--- src/rtl/h2_pkg.sv ---
// Shared definitions for the h2_block sequencer: state encoding, default
// sample width and the h2_block reset-bus levels.
package h2_pkg;

  localparam int W_DEF = 16;

  typedef enum logic [2:0] {
    ST_IDLE   = 3'd0,
    ST_INIT   = 3'd1,
    ST_SETTLE = 3'd2,
    ST_RUN    = 3'd3,
    ST_FLUSH  = 3'd4
  } h2_state_t;

  localparam logic [W_DEF-1:0] H2_RST_ON  = '1;
  localparam logic [W_DEF-1:0] H2_RST_OFF = '0;

endpackage

--- src/rtl/h2_tick_gen.sv ---
// Sample-rate counter: counts 0..RATE_DIV-1 while enabled, sits at zero
// otherwise, and flags the last count of each period as the tick.
module h2_tick_gen #(
  parameter int RATE_DIV = 4
) (
  input  logic clk,
  input  logic reset,
  input  logic en,
  output logic tick
);

  localparam int CW = $clog2(RATE_DIV);

  logic [CW-1:0] cnt;

  always_ff @(posedge clk) begin
    if (reset || !en) begin
      cnt <= '0;
    end else if (cnt == CW'(RATE_DIV - 1)) begin
      cnt <= '0;
    end else begin
      cnt <= cnt + 1'b1;
    end
  end

  assign tick = en && (cnt == CW'(RATE_DIV - 1));

endmodule

--- src/rtl/h2_seq_ctrl.sv ---
// Sequencer for the h2_block loop filter: init/settle/run/flush control,
// one-entry sample holding register, rate-tick issue and output tagging.
module h2_seq_ctrl
  import h2_pkg::*;
#(
  parameter int W        = W_DEF,
  parameter int RATE_DIV = 4,
  parameter int H2_LAT   = 1,
  parameter int INIT_CYC = 2,
  parameter int SETTLE_N = 4,
  parameter int FLUSH_N  = 8
) (
  input  logic         CLK,
  input  logic         reset,
  input  logic         start,
  input  logic         flush,
  input  logic         s_valid,
  input  logic [W-1:0] s_data,
  output logic         s_ready,
  output logic [W-1:0] h2_in,
  output logic [W-1:0] h2_reset,
  input  logic [W-1:0] h2_out,
  output logic         m_valid,
  output logic [W-1:0] m_data,
  output logic         underrun,
  output logic [2:0]   state
);

  localparam int ICW = $clog2(INIT_CYC + 1);
  localparam int SCW = $clog2(SETTLE_N + 1);
  localparam int FCW = $clog2(FLUSH_N + 1);

  h2_state_t    cur, nxt;
  logic [ICW-1:0] init_cnt;
  logic [SCW-1:0] out_cnt;
  logic [FCW-1:0] fl_cnt;
  logic           ent_full;
  logic [W-1:0]   ent_data;
  logic [W-1:0]   h2_in_q;
  logic [H2_LAT:0] dl;
  logic           und_q;

  logic tick, tick_en, issue, load, emerge, start_go, rst_active;

  h2_tick_gen #(.RATE_DIV(RATE_DIV)) u_tick (
    .clk   (CLK),
    .reset (reset),
    .en    (tick_en),
    .tick  (tick)
  );

  always_ff @(posedge CLK) begin
    if (reset) cur <= ST_IDLE;
    else       cur <= nxt;
  end

  // dl[0] lines up with the h2_in update; dl[H2_LAT] with the matching h2_out.
  always_comb begin
    nxt        = cur;
    rst_active = (cur == ST_IDLE) || (cur == ST_INIT);
    tick_en    = (cur == ST_SETTLE) || (cur == ST_RUN) || (cur == ST_FLUSH);
    s_ready    = ((cur == ST_SETTLE) || (cur == ST_RUN)) && !ent_full;
    load       = s_valid && s_ready;
    start_go   = (cur == ST_IDLE) && start;
    emerge     = dl[H2_LAT];
    issue      = tick && !((cur == ST_FLUSH) && (fl_cnt == FCW'(FLUSH_N)));
    case (cur)
      ST_IDLE:   if (start) nxt = ST_INIT;
      ST_INIT:   if (init_cnt == ICW'(INIT_CYC - 1)) nxt = ST_SETTLE;
      ST_SETTLE: begin
        if (flush) nxt = ST_FLUSH;
        else if (emerge && (out_cnt == SCW'(SETTLE_N - 1))) nxt = ST_RUN;
      end
      ST_RUN:    if (flush) nxt = ST_FLUSH;
      ST_FLUSH:  begin
        if ((fl_cnt == FCW'(FLUSH_N)) && emerge && (dl[H2_LAT-1:0] == '0))
          nxt = ST_IDLE;
      end
      default:   nxt = ST_IDLE;
    endcase
  end

  // A tick always consumes the entry as it stood before any same-cycle load.
  always_ff @(posedge CLK) begin
    if (reset || start_go) begin
      init_cnt <= '0;
      out_cnt  <= '0;
      fl_cnt   <= '0;
      ent_full <= 1'b0;
      ent_data <= '0;
      h2_in_q  <= '0;
      dl       <= '0;
      und_q    <= 1'b0;
    end else begin
      init_cnt <= (cur == ST_INIT) ? init_cnt + 1'b1 : '0;
      dl       <= {dl[H2_LAT-1:0], issue};
      if (emerge && (out_cnt != SCW'(SETTLE_N))) out_cnt <= out_cnt + 1'b1;
      if (issue) begin
        h2_in_q <= ent_full ? ent_data : '0;
        if ((cur == ST_RUN) && !ent_full) und_q <= 1'b1;
        if (cur == ST_FLUSH) fl_cnt <= fl_cnt + 1'b1;
      end
      if (load) begin
        ent_full <= 1'b1;
        ent_data <= s_data;
      end else if (issue) begin
        ent_full <= 1'b0;
      end
    end
  end

  assign h2_reset = rst_active ? {W{H2_RST_ON[0]}} : {W{H2_RST_OFF[0]}};
  assign h2_in    = rst_active ? '0 : h2_in_q;
  assign m_valid  = emerge && (out_cnt == SCW'(SETTLE_N));
  assign m_data   = emerge ? h2_out : '0;
  assign underrun = und_q;
  assign state    = cur;

endmodule
--- config.mk ---
export PLATFORM = sky130hd
export DESIGN_NAME = h2_seq_ctrl
export DESIGN_NICKNAME = d
export VERILOG_FILES = /design/src/rtl/h2_pkg.sv /design/src/rtl/h2_tick_gen.sv /design/src/rtl/h2_seq_ctrl.sv
export SDC_FILE = /design/constraint.sdc
export NUM_CORES = 1
export LEC_CHECK = 0
export BUFFER_PORTS_ARGS = -buffer_cell sky130_fd_sc_hd__buf_2
export CAP_MARGIN = 40
export CORE_MARGIN = 2
export CORE_UTILIZATION = 50
export DETAILED_ROUTE_END_ITERATION = 16
export HOLD_SLACK_MARGIN = 0.12
export PLACE_DENSITY = 0.81
export REMOVE_ABC_BUFFERS = 1
export SLEW_MARGIN = 20
export SYNTH_ARGS = -nofsm -noshare
export SYNTH_HDL_FRONTEND = slang
export SYNTH_SLANG_ARGS = --single-unit
--- constraint.sdc ---
create_clock -name CLK -period 3.4 [get_ports CLK]
set_input_delay 0.51 -clock CLK [delete_from_list [all_inputs] [get_ports CLK]]
set_output_delay 0.51 -clock CLK [all_outputs]
set_load 0.02 [all_outputs]
==> Implementation_results.wiki, run 1 <==
{| class="wikitable"
! Metric !! Value
|-
| Average wire per standard cell || 12.3 um
|-
| Leakage || 1.17 nW
|-
| Internal power summed over all cells || 857 uW
|-
| Highest clock rate || 461 MHz
|-
| Remaining design rule violation count || 0
|-
| Router iterations before antenna repair || 4
|-
| Number of antenna violations at the first check in global routing || 0
|-
| Proportion of total power due to net switching || 24.5%
|-
| Capturing element type of the critical path || output port
|-
| Worst Tran Pin Value || 770 ps
|-
| Setup TNS || 0 ps
|-
| Detail Route Antenna Nets || 0
|-
| Count of input and output buffers || 90
|-
| Total clock buffers created by CTS || 5
|-
| Die Footprint || 5720 um^2
|-
| H-Tree Level Count || 2
|-
| RSZ-0062 raised after global routing || false
|-
| Classification of the worst-slack hold path || register to register
|-
| Startpoint of the tightest hold check path || u_tick.cnt[0]
|-
| Number of setup buffers added after CTS || 0
|-
| TritonCTS clock tree || done
|-
| CTS root buf || sky130_fd_sc_hd__clkbuf_8
|-
| Post-cts resize count || 0
|-
| Max IR drop VDD || 264 uV
|-
| Instance count of the mapped netlist || 296
|-
| Nature of the critical path startpoint || register
|-
| Hold buffers post-CTS || 0
|-
| Wire length after detailed routing || 5260 um
|-
| Ports || 91
|-
| Largest net degree at the start of global routing || 34
|-
| Headroom to the max-slew limit || 48.3%
|-
| Worst Path Arrival || 1660 ps
|-
| Worst setup skew after layout || 5.34 ps
|-
| Hold Vio Cnt, Final || 0
|-
| Power density relative to cell area || 379 nW/um^2
|-
| Vias in the first global route || 1886
|-
| Synth top area share || 39.0%
|-
| Library cell with the highest instance count after synthesis || sky130_fd_sc_hd__dfxtp_1
|-
| Clock slew at reported path FFs || 80 ps
|-
| Reg-to-reg critical path startpoint || state[2]
|-
| HPWL after detailed placement || 3680 um
|-
| Clk network pwr share || 36.5%
|-
| Vias per inst || 5.01
|-
| Max-slew violation count || 0
|-
| Cell accounting for the most synthesized area || sky130_fd_sc_hd__dfxtp_1
|-
| Effective utilization at floorplan || 50.9%
|-
| Horiz. Die Dim || 75.6 um
|-
| # fillers || 466
|-
| Worst skew pair latency || 300 ps
|-
| Final critical-path required period || 2170 ps
|-
| Number of synthesized flops with an enable pin || 0
|-
| Total number of placement rows || 26
|-
| Share of cells above drive strength 1 || 29.8%
|-
| Total Power || 1.13 mW
|-
| NetSw || 278 uW
|-
| Cell types occupying the most area after synthesis || sky130_fd_sc_hd__dfxtp_1 (39%), sky130_fd_sc_hd__mux2i_1 (7.4%), sky130_fd_sc_hd__nand3b_1 (5.6%)
|-
| Kind of critical path || register to output port
|-
| Post-synth top flop || sky130_fd_sc_hd__dfxtp_1
|-
| Share of the cycle needed by the critical path after routing || 63.8%
|-
| Growth of design area from synthesis to finish || 16.8%
|-
| Sequential fraction of the synthesis area || 39.0%
|-
| Worst Setup SP || state[2]
|-
| Number of buffers between clock root and the deepest sink || 2
|-
| Max-cap check violation count || 0
|-
| Synthesized area divided by synthesized cell count || 8.67 um^2
|-
| # diodes || 0
|-
| Number of sinks handled by clock tree synthesis || 50
|-
| Combinational share of power || 10.4%
|-
| #FFs+latches synth || 50
|-
| Core Footprint || 5040 um^2
|-
| Net count reported at finish || 402
|-
| Required time worst endpoint || 2890 ps
|-
| DRC marker count from the first detailed-route iteration || 92
|-
| Warning count from the yosys run || 0
|-
| Grt ovf || 0
|-
| Biggest fanout along the worst timing path || 29
|-
| Wire length of the first global-routing pass || 8540 um
|-
| Sequential fraction of design power || 53.1%
|-
| Die extent in y || 75.6 um
|-
| Setup Viol. Count Final || 0
|-
| Synth cell count leaders || sky130_fd_sc_hd__dfxtp_1 (50), sky130_fd_sc_hd__nand2_1 (33), sky130_fd_sc_hd__a21oi_1 (22)
|-
| Result of the run || finished, final reports clean
|-
| Yosys cell types || 40
|-
| Total routing resource utilization after global routing || 19.0%
|-
| Vias post-DR || 2149
|-
| Fraction of registers with async set or reset after synthesis || 0%
|-
| Global placer's final weighted congestion || 0.754
|-
| Post-synth design cell area || 2560 um^2
|}
[placed cells by master, fill, tap and decap left out, types with 2 or more instances in the layout]
cell type	netlist	final
sky130_fd_sc_hd__nand3_1	19	19
sky130_fd_sc_hd__inv_1	11	11
sky130_fd_sc_hd__nor2b_1	19	19
sky130_fd_sc_hd__dfxtp_1	50	50
sky130_fd_sc_hd__nand2_1	33	33
sky130_fd_sc_hd__nor4_1	2	2
sky130_fd_sc_hd__nor3b_1	2	2
sky130_fd_sc_hd__o21ai_0	7	7
sky130_fd_sc_hd__ha_1	7	7
sky130_fd_sc_hd__a21oi_1	22	22
sky130_fd_sc_hd__mux2i_1	19	19
sky130_fd_sc_hd__nand3b_1	19	19
sky130_fd_sc_hd__buf_2	9	90
sky130_fd_sc_hd__and2_1	16	16
sky130_fd_sc_hd__nand4bb_1	2	2
sky130_fd_sc_hd__clkbuf_8	0	5
sky130_fd_sc_hd__buf_4	16	4
sky130_fd_sc_hd__nor2_1	8	7
[power by group through the flow]
| stage | clock network [mW] | registers (mW) | logic, mW |
|---|---|---|---|
| detailed placement | 0 | 0.617 | 0.118 |
| global placement | 0 | 0.616 | 0.116 |
| finish | 0.414 | 0.603 | 0.118 |
| global route | 0.449 | 0.605 | 0.131 |
| floorplan | 0 | 0.618 | 0.0618 |
| CTS | 0.422 | 0.603 | 0.119 |
[critical path, cell delays in order, from the launching register on]
cell and delay, ps:
sky130_fd_sc_hd__dfxtp_1 620, sky130_fd_sc_hd__nor2_2 160, sky130_fd_sc_hd__buf_4 250, sky130_fd_sc_hd__nor2b_1 160, sky130_fd_sc_hd__buf_2 180
[sequential cells by signal (all words and copies together), names as in the netlist]
name	count
ent_full	1
underrun	1
h2_in_q	16
ent_data	16
init_cnt	2
state	3
out_cnt	3
dl	2
u_tick.cnt	2
fl_cnt	4
[per-layer routing]
layer | part of all wire [%] | vias to the layer above | wire, um | global-route usage [%]
li1 | - | 1104 | - | -
met1 | 46 | 1004 | 2440 | 25.4
met2 | 50 | 37 | 2630 | 32.1
met3 | 3.0 | 4 | 158 | 3.97
met4 | 0.68 | 0 | 36 | 3.51
met5 | 0 | - | 0 | 0
[final timing paths]
check                        to  slack [ps]  cells past startpoint
setup / recovery       h2_in[7]        1230                      4
setup reg to reg     h2_in_q[1]        1340                      3
hold reg to reg   u_tick.cnt[0]         430                      1
hold / removal    u_tick.cnt[0]         430                      1
[stage by stage]
stage	util [%]	std cells	worst slack (ps)	hold WS, ps	area (um^2)
3_5_place_dp	57.2	421	1350	416	2880
5_1_grt	59.4	429	1100	434	3000
3_3_place_gp	57.0	420	1390	407	2880
4_1_cts	59.4	429	1220	428	3000
6_report	59.4	429	1230	430	3000
2_1_floorplan	-	257	-2820	399	2310
[cells by family (layout without fill, tap and decap cells)]
group | count (synthesis) | after routing | synth area share [%]
AOI/OAI and AO/OA | 37 | 37 | 8.54
xor gates and xnor gates | 1 | 1 | 0.342
DFF | 50 | 50 | 39.0
muxes | 20 | 20 | 7.85
and+or+nand+nor | 131 | 131 | 29.1
buffers and inverters | 50 | 113 | 11.7
adders and majority gates | 7 | 7 | 3.41
[final cells by class]
class,count,area (um^2),area share [%]
inverter,11,41.3,1.38
tap,70,87.6,2.92
multi-input combinational,196,1270,42.5
timing repair buffer,94,480,16.0
clock inverter,3,43.8,1.46
clock buffer,5,68.8,2.30
sequential,50,1000,33.4
Note: power is estimated with default switching activity, not from simulation.
==> run 2: changes to the inputs <==
CORE_UTILIZATION = 45   (was 50)
PLACE_DENSITY = 0.77   (was 0.81)
clock period = 1.7 ns   (was 3.4 ns; I/O delays follow)
==> run 2 against run 1 <==
Net effect:
- die area rose by 10%
- combinational power grew 140%
- non-clock buffer count rose by 10
- global-route usage decreased by 1.2 points
- cell count increased by 2.8%
- count of clock-buffer cells in the layout increased by 2
- register-to-register slack worse by 1200 ps
- cell area rose by 4.0%
- critical endpoint is now h2_in[15]
==> Implementation_results.wiki, run 2 (synthesis gave the netlist of run 1 again) <==
{| class="wikitable"
! Metric !! Value
|-
| Horiz. Die Dim || 79.5 um
|-
| Number of buffers between clock root and the deepest sink || 2
|-
| Final critical-path required period || 1610 ps
|-
| Share of the cycle needed by the critical path after routing || 94.6%
|-
| Max-slew violation count || 0
|-
| CP peak stage delay || 350 ps
|-
| Proportion of total power due to net switching || 25.3%
|-
| Clk network pwr share || 32.3%
|-
| Final std cell area, no fill || 3110 um^2
|-
| Capturing element type of the critical path || output port
|-
| Largest registers || ent_data x16, h2_in_q x16, fl_cnt x4
|-
| Total routing resource utilization after global routing || 17.8%
|-
| Largest net degree at the start of global routing || 33
|-
| Router iterations before antenna repair || 4
|-
| Clock slew at reported path FFs || 90 ps
|-
| TritonCTS clock tree || done
|-
| Leakage || 1.23 nW
|-
| Classification of the worst-slack hold path || input pin to register
|-
| Worst skew pair latency || 300 ps
|-
| Grt ovf || 0
|-
| Worst path cell trace || buf_6 > nor2_4 > buf_12 > nor2b_1 > buf_4
|-
| Setup Viol. Count Final || 0
|-
| Wire length after detailed routing || 5700 um
|-
| Hold buffers post-CTS || 0
|-
| Internal power summed over all cells || 1.63 mW
|-
| Biggest fanout along the worst timing path || 32
|-
| Kind of critical path || register to output port
|-
| Die Footprint || 6320 um^2
|-
| Net count reported at finish || 412
|-
| Vias post-DR || 2193
|-
| Remaining design rule violation count || 0
|-
| Worst setup skew after layout || 6.67 ps
|-
| CTS root buf || sky130_fd_sc_hd__clkbuf_8
|-
| Nature of the critical path startpoint || register
|-
| Global placer's final weighted congestion || 0.804
|-
| Total clock buffers created by CTS || 5
|-
| Share of cells above drive strength 1 || 32.2%
|-
| Top delay family on crit path || buffers and inverters
|-
| Count of input and output buffers || 90
|-
| Instance area at placement || 3000 um^2
|-
| Growth of design area from synthesis to finish || 21.4%
|-
| Final core utilization || 56.6%
|-
| NetSw || 552 uW
|-
| Ports || 91
|-
| Die extent in y || 79.5 um
|-
| Sequential fraction of design power || 54.7%
|-
| Power density relative to cell area || 701 nW/um^2
|-
| Result of the run || finished, final reports clean
|-
| Total buffers and inverters traversed by the critical path || 3
|-
| HPWL after detailed placement || 4010 um
|-
| Vias in the first global route || 1971
|-
| Core Footprint || 5510 um^2
|-
| Worst Tran Pin Value || 417 ps
|-
| Average wire per standard cell || 12.9 um
|-
| Number of antenna violations at the first check in global routing || 0
|-
| Combinational share of power || 13.0%
|-
| Worst Path Arrival || 1350 ps
|-
| Headroom to the max-slew limit || 71.8%
|-
| # diodes || 0
|-
| Total Power || 2.18 mW
|-
| Critical path's slowest cell || sky130_fd_sc_hd__dfxtp_1
|-
| Required time worst endpoint || 1440 ps
|-
| Detail Route Antenna Nets || 0
|-
| Hold Vio Cnt, Final || 0
|-
| Max-cap check violation count || 0
|-
| RSZ-0062 raised after global routing || false
|-
| Vias per inst || 4.97
|-
| DRC marker count from the first detailed-route iteration || 132
|-
| Wire length of the first global-routing pass || 9050 um
|-
| Number of sinks handled by clock tree synthesis || 50
|-
| Leading cell type in the layout, fill and taps excluded || sky130_fd_sc_hd__buf_2
|-
| Highest clock rate || 622 MHz
|-
| Effective utilization at floorplan || 46.6%
|-
| Max IR drop VDD || 327 uV
|-
| Highest-count cells in the layout ignoring fill and taps || sky130_fd_sc_hd__buf_2 (88), sky130_fd_sc_hd__dfxtp_1 (48), sky130_fd_sc_hd__nand2_1 (33)
|-
| Total number of placement rows || 27
|-
| H-Tree Level Count || 2
|}
[run 2: path summary, 6_finish.rpt]
| check | startpoint | end | slack, ps | cells after the start |
|---|---|---|---|---|
| worst max-delay path | state[2] | h2_in[15] | 90 | 5 |
| worst min-delay path | s_data[11] | ent_data[11] | 180 | 3 |
| worst max register to register | u_tick.cnt[0] | h2_in_q[13] | 110 | 5 |
| worst min register to register | u_tick.cnt[0] | u_tick.cnt[0] | 430 | 1 |
[run 2: timing repair]
item | CTS | global route
resized for setup | 0 | 8
buffers inserted | 0 | 0
endpoints found under the setup margin | 0 | 43
[run 2: power by group through the flow]
stage | Clock [mW] | Combinational [mW] | Sequential (mW)
floorplan | 0 | 0.124 | 1.24
global placement | 0 | 0.277 | 1.22
detailed placement | 0 | 0.280 | 1.22
CTS | 0.722 | 0.281 | 1.19
global route | 0.781 | 0.308 | 1.20
finish | 0.705 | 0.284 | 1.20
[run 2: layer usage]
metal	part of all wire [%]	vias to the layer above	global-route usage, %
met5	0	-	0
met4	0.65	0	4.66
met3	4.2	2	3.85
met2	52	50	31.5
met1	43	1021	21.6
li1	-	1120	-
[run 2: per-stage QoR]
stage | TNS, ps | hold WS (ps) | setup slack, ps | cells
5_1_grt | 0 | 169 | 7.85 | 441
2_1_floorplan | -146190 | 331 | -4260 | 257
6_report | 0 | 181 | 92.5 | 441
3_5_place_dp | 0 | 417 | 80.7 | 433
3_3_place_gp | 0 | 406 | 189 | 433
4_1_cts | 0 | 174 | 19.7 | 441
[run 2: layout make-up]
| type | instances | area [um^2] |
|---|---|---|
| Clock buffer | 7 | 86.3 |
| Clock inverter | 1 | 5.00 |
| Fill cell | 511 | 2390 |
| Inverter | 11 | 41.3 |
| Multi-Input combinational cell | 196 | 1280 |
| Sequential cell | 50 | 1000 |
| Tap cell | 72 | 90.1 |
| Timing Repair Buffer | 104 | 606 |
[run 2: worst register-to-register path, cell delays in order, from the launching register on]
cell and delay [ps]:
sky130_fd_sc_hd__dfxtp_1 340, sky130_fd_sc_hd__ha_1 250, sky130_fd_sc_hd__nand4bb_2 270, sky130_fd_sc_hd__o21ai_4 230, sky130_fd_sc_hd__buf_12 190, sky130_fd_sc_hd__mux2i_1 220
==> run 3: changes to the inputs <==
CORE_UTILIZATION = 48   (was 45)
GPL_TIMING_DRIVEN = 1   (was not set)
PLACE_DENSITY = 0.8   (was 0.77)
SYNTH_HIERARCHICAL = 1   (was not set)
clock period = 1.6 ns   (was 1.7 ns; I/O delays follow)
==> run 3 against run 2 <==
Net effect:
- non-clock buffer count increased by 2
- worst setup slack got worse by 110 ps
- the flow now finishes with violations (setup timing)
- register-to-register slack got worse by 100 ps
- cell area decreased by 2.8%
- worst hold slack got worse by 28 ps
- routed wire length decreased by 8.0%
==> Implementation_results.wiki, run 3 <==
{| class="wikitable"
! Metric !! Value
|-
| Worst path cell trace || buf_4 > nor2_4 > buf_12 > nor2b_1 > buf_2
|-
| Highest clock rate || 619 MHz
|-
| Hold buffers post-CTS || 0
|-
| Largest registers || ent_data x16, h2_in_q x16, fl_cnt x4
|-
| Highest-count cells in the layout ignoring fill and taps || sky130_fd_sc_hd__buf_2 (86), sky130_fd_sc_hd__nand2_1 (50), sky130_fd_sc_hd__dfxtp_1 (46)
|-
| Worst skew pair latency || 310 ps
|-
| Share of cells above drive strength 1 || 36.5%
|-
| Post-synth design cell area || 2340 um^2
|-
| Clock slew at reported path FFs || 100 ps
|-
| Net count reported at finish || 413
|-
| Total number of placement rows || 25
|-
| Ports || 91
|-
| Yosys cell types || 37
|-
| Average wire per standard cell || 12.0 um
|-
| Worst Tran Pin Value || 501 ps
|-
| Setup Viol. Count Final || 7
|-
| Kind of critical path || register to output port
|-
| Total routing resource utilization after global routing || 19.3%
|-
| DRC marker count from the first detailed-route iteration || 65
|-
| Critical path's slowest cell || sky130_fd_sc_hd__dfxtp_1
|-
| Library cell with the highest instance count after synthesis || sky130_fd_sc_hd__nand2_1
|-
| CTS root buf || sky130_fd_sc_hd__clkbuf_8
|-
| Leading cell type in the layout, fill and taps excluded || sky130_fd_sc_hd__buf_2
|-
| Total clock buffers created by CTS || 5
|-
| # diodes || 0
|-
| Proportion of total power due to net switching || 38.0%
|-
| GRT Max-Usage Layer || met2
|-
| Remaining design rule violation count || 0
|-
| Leakage || 1.27 nW
|-
| Wire length after detailed routing || 5250 um
|-
| Max-cap check violation count || 0
|-
| HPWL after detailed placement || 3590 um
|-
| Sequential fraction of the synthesis area || 42.7%
|-
| Max IR drop VDD || 681 uV
|-
| Wire length of the first global-routing pass || 8140 um
|-
| Power density relative to cell area || 1080 nW/um^2
|-
| Nature of the critical path startpoint || register
|-
| Worst setup slack after layout || -15.8 ps
|-
| Core Footprint || 4720 um^2
|-
| Number of buffers between clock root and the deepest sink || 2
|-
| Die extent in y || 73.9 um
|-
| Flop-to-flop setup slack || 10 ps
|-
| Required time worst endpoint || 1360 ps
|-
| Met1 capacity usage during global routing || 22.8%
|-
| Clk network pwr share || 24.1%
|-
| Vias post-DR || 2146
|-
| Internal power summed over all cells || 2.03 mW
|-
| Grt ovf || 0
|-
| Headroom to the max-slew limit || 66.5%
|-
| Biggest fanout along the worst timing path || 33
|-
| Die Footprint || 5460 um^2
|-
| Warning count from the yosys run || 6
|-
| Growth of design area from synthesis to finish || 29.2%
|-
| Global-route track usage on met3 || 5.35%
|-
| CP peak stage delay || 340 ps
|-
| Number of antenna violations at the first check in global routing || 0
|-
| Vias per inst || 4.91
|-
| Final critical-path required period || 1620 ps
|-
| Sequential fraction of design power || 41.0%
|-
| Classification of the worst-slack hold path || input pin to register
|-
| Post-synth top flop || sky130_fd_sc_hd__dfxtp_1
|-
| Largest net degree at the start of global routing || 44
|-
| RSZ-0062 raised after global routing || true
|-
| NetSw || 1.24 mW
|-
| Router iterations before antenna repair || 4
|-
| Cell accounting for the most synthesized area || sky130_fd_sc_hd__dfxtp_1
|-
| Cell types occupying the most area after synthesis || sky130_fd_sc_hd__dfxtp_1 (43%), sky130_fd_sc_hd__nand2_1 (8.3%), sky130_fd_sc_hd__a21oi_1 (7.5%)
|-
| Instance count of the mapped netlist || 289
|-
| H-Tree Level Count || 2
|-
| Placement Setup Slack || -8.89 ps
|-
| Effective utilization at floorplan || 49.6%
|-
| TritonCTS clock tree || done
|-
| Capturing element type of the critical path || output port
|-
| Worst setup skew after layout || 8.26 ps
|-
| Result of the run || finished, violations left
|-
| Count of input and output buffers || 90
|-
| Horiz. Die Dim || 73.9 um
|-
| Synthesized area divided by synthesized cell count || 8.11 um^2
|-
| Combinational share of power || 34.9%
|-
| Total Power || 3.27 mW
|-
| Number of sinks handled by clock tree synthesis || 50
|-
| Number of synthesized flops with an enable pin || 0
|-
| Met2 Resource Use GR || 32.9%
|-
| Share of the cycle needed by the critical path after routing || 101%
|-
| Worst Path Arrival || 1380 ps
|-
| #FFs+latches synth || 50
|-
| Violations in the final reports || setup timing
|-
| Synth top area share || 42.7%
|-
| Vias in the first global route || 1863
|-
| Max-slew violation count || 0
|-
| Fraction of registers with async set or reset after synthesis || 0%
|-
| Detail Route Antenna Nets || 0
|-
| Synth cell count leaders || sky130_fd_sc_hd__nand2_1 (52), sky130_fd_sc_hd__dfxtp_1 (50), sky130_fd_sc_hd__a21oi_1 (35), sky130_fd_sc_hd__and2_1 (19)
|-
| Global placer's final weighted congestion || 0.759
|-
| Hold Vio Cnt, Final || 0
|}
-- run 3: changes by cell type after synthesis, moves of 3 or more --
cell	before	now
sky130_fd_sc_hd__buf_2	9	5
sky130_fd_sc_hd__o21ai_0	7	1
sky130_fd_sc_hd__and2_1	16	19
sky130_fd_sc_hd__mux2i_1	19	2
sky130_fd_sc_hd__nand3b_1	19	4
sky130_fd_sc_hd__nor2_1	8	17
sky130_fd_sc_hd__a21oi_1	22	35
sky130_fd_sc_hd__buf_6	4	1
sky130_fd_sc_hd__nand2_1	33	52
-- run 3: kinds of logic after synthesis --
kind of cell	count (synthesis)	synth area share, %
AO/OA/AOI/OAI	45	11.2
buffers and inverters	42	9.88
XOR/XNOR	4	1.50
multiplexers	2	0.854
AND/OR/NAND/NOR	139	30.2
adder cells (fa/ha/maj)	7	3.74
flip-flops	50	42.7
-- run 3: worst max-delay path, delay by kind of cell (launching register included) --
family	cells	cell delay [ps]
buffers and inverters	3	500
DFF	1	340
and+or+nand+nor	2	220
-- run 3: worst paths after layout --
path	from	end	cells past startpoint
max	state[1]	h2_in[3]	5
min	s_data[9]	ent_data[9]	3
max reg2reg	state[1]	fl_cnt[2]	7
min reg2reg	dl[0]	dl[1]	2
-- run 3: power groups by stage --
stage / logic (mW) / registers (mW) / clock network (mW)
after floorplan: 0.425 / 1.43 / 0
after CTS: 1.13 / 1.34 / 0.802
after global placement: 1.10 / 1.36 / 0
after global routing: 1.25 / 1.35 / 0.860
after detailed placement: 1.12 / 1.37 / 0
final: 1.14 / 1.34 / 0.787
-- run 3: area by class of cell --
type                    count  area [um^2]
clock buffers               5         68.8
multi-input cells         197         1160
flip-flops and latches     50         1010
fillers                   426         1700
well taps                  67         83.8
clock inverters             3         28.8
repair buffers            106          648
inverters                   9         33.8
-- run 3: stage by stage --
| stage | cells | util, % | instance area (um^2) | TNS, ps | hold slack (ps) |
|---|---|---|---|---|---|
| after floorplan | 256 | - | 2150 | -344260 | 314 |
| after global placement | 425 | 59.5 | 2810 | 0 | 409 |
| after detailed placement | 425 | 59.5 | 2810 | -24.1 | 418 |
| after CTS | 435 | 62.5 | 2950 | -93.2 | 145 |
| after global routing | 437 | 64.1 | 3030 | -1890 | 145 |
| final | 437 | 64.1 | 3030 | -56.7 | 152 |
-- run 3: metal layers --
| layer | share of wire [%] | vias up |
|---|---|---|
| li1 | - | 1085 |
| met1 | 42 | 973 |
| met2 | 50 | 80 |
| met3 | 6.8 | 8 |
| met4 | 1.3 | 0 |
| met5 | 0 | - |
-- run 3: repair_timing --
action / 4_1_cts / 5_1_grt
pin swaps: 1 / 4
endpoints found under the setup margin: 42 / 71
resized for setup: 5 / 15
setup buffers: 2 / 1
cloned: 0 / 1
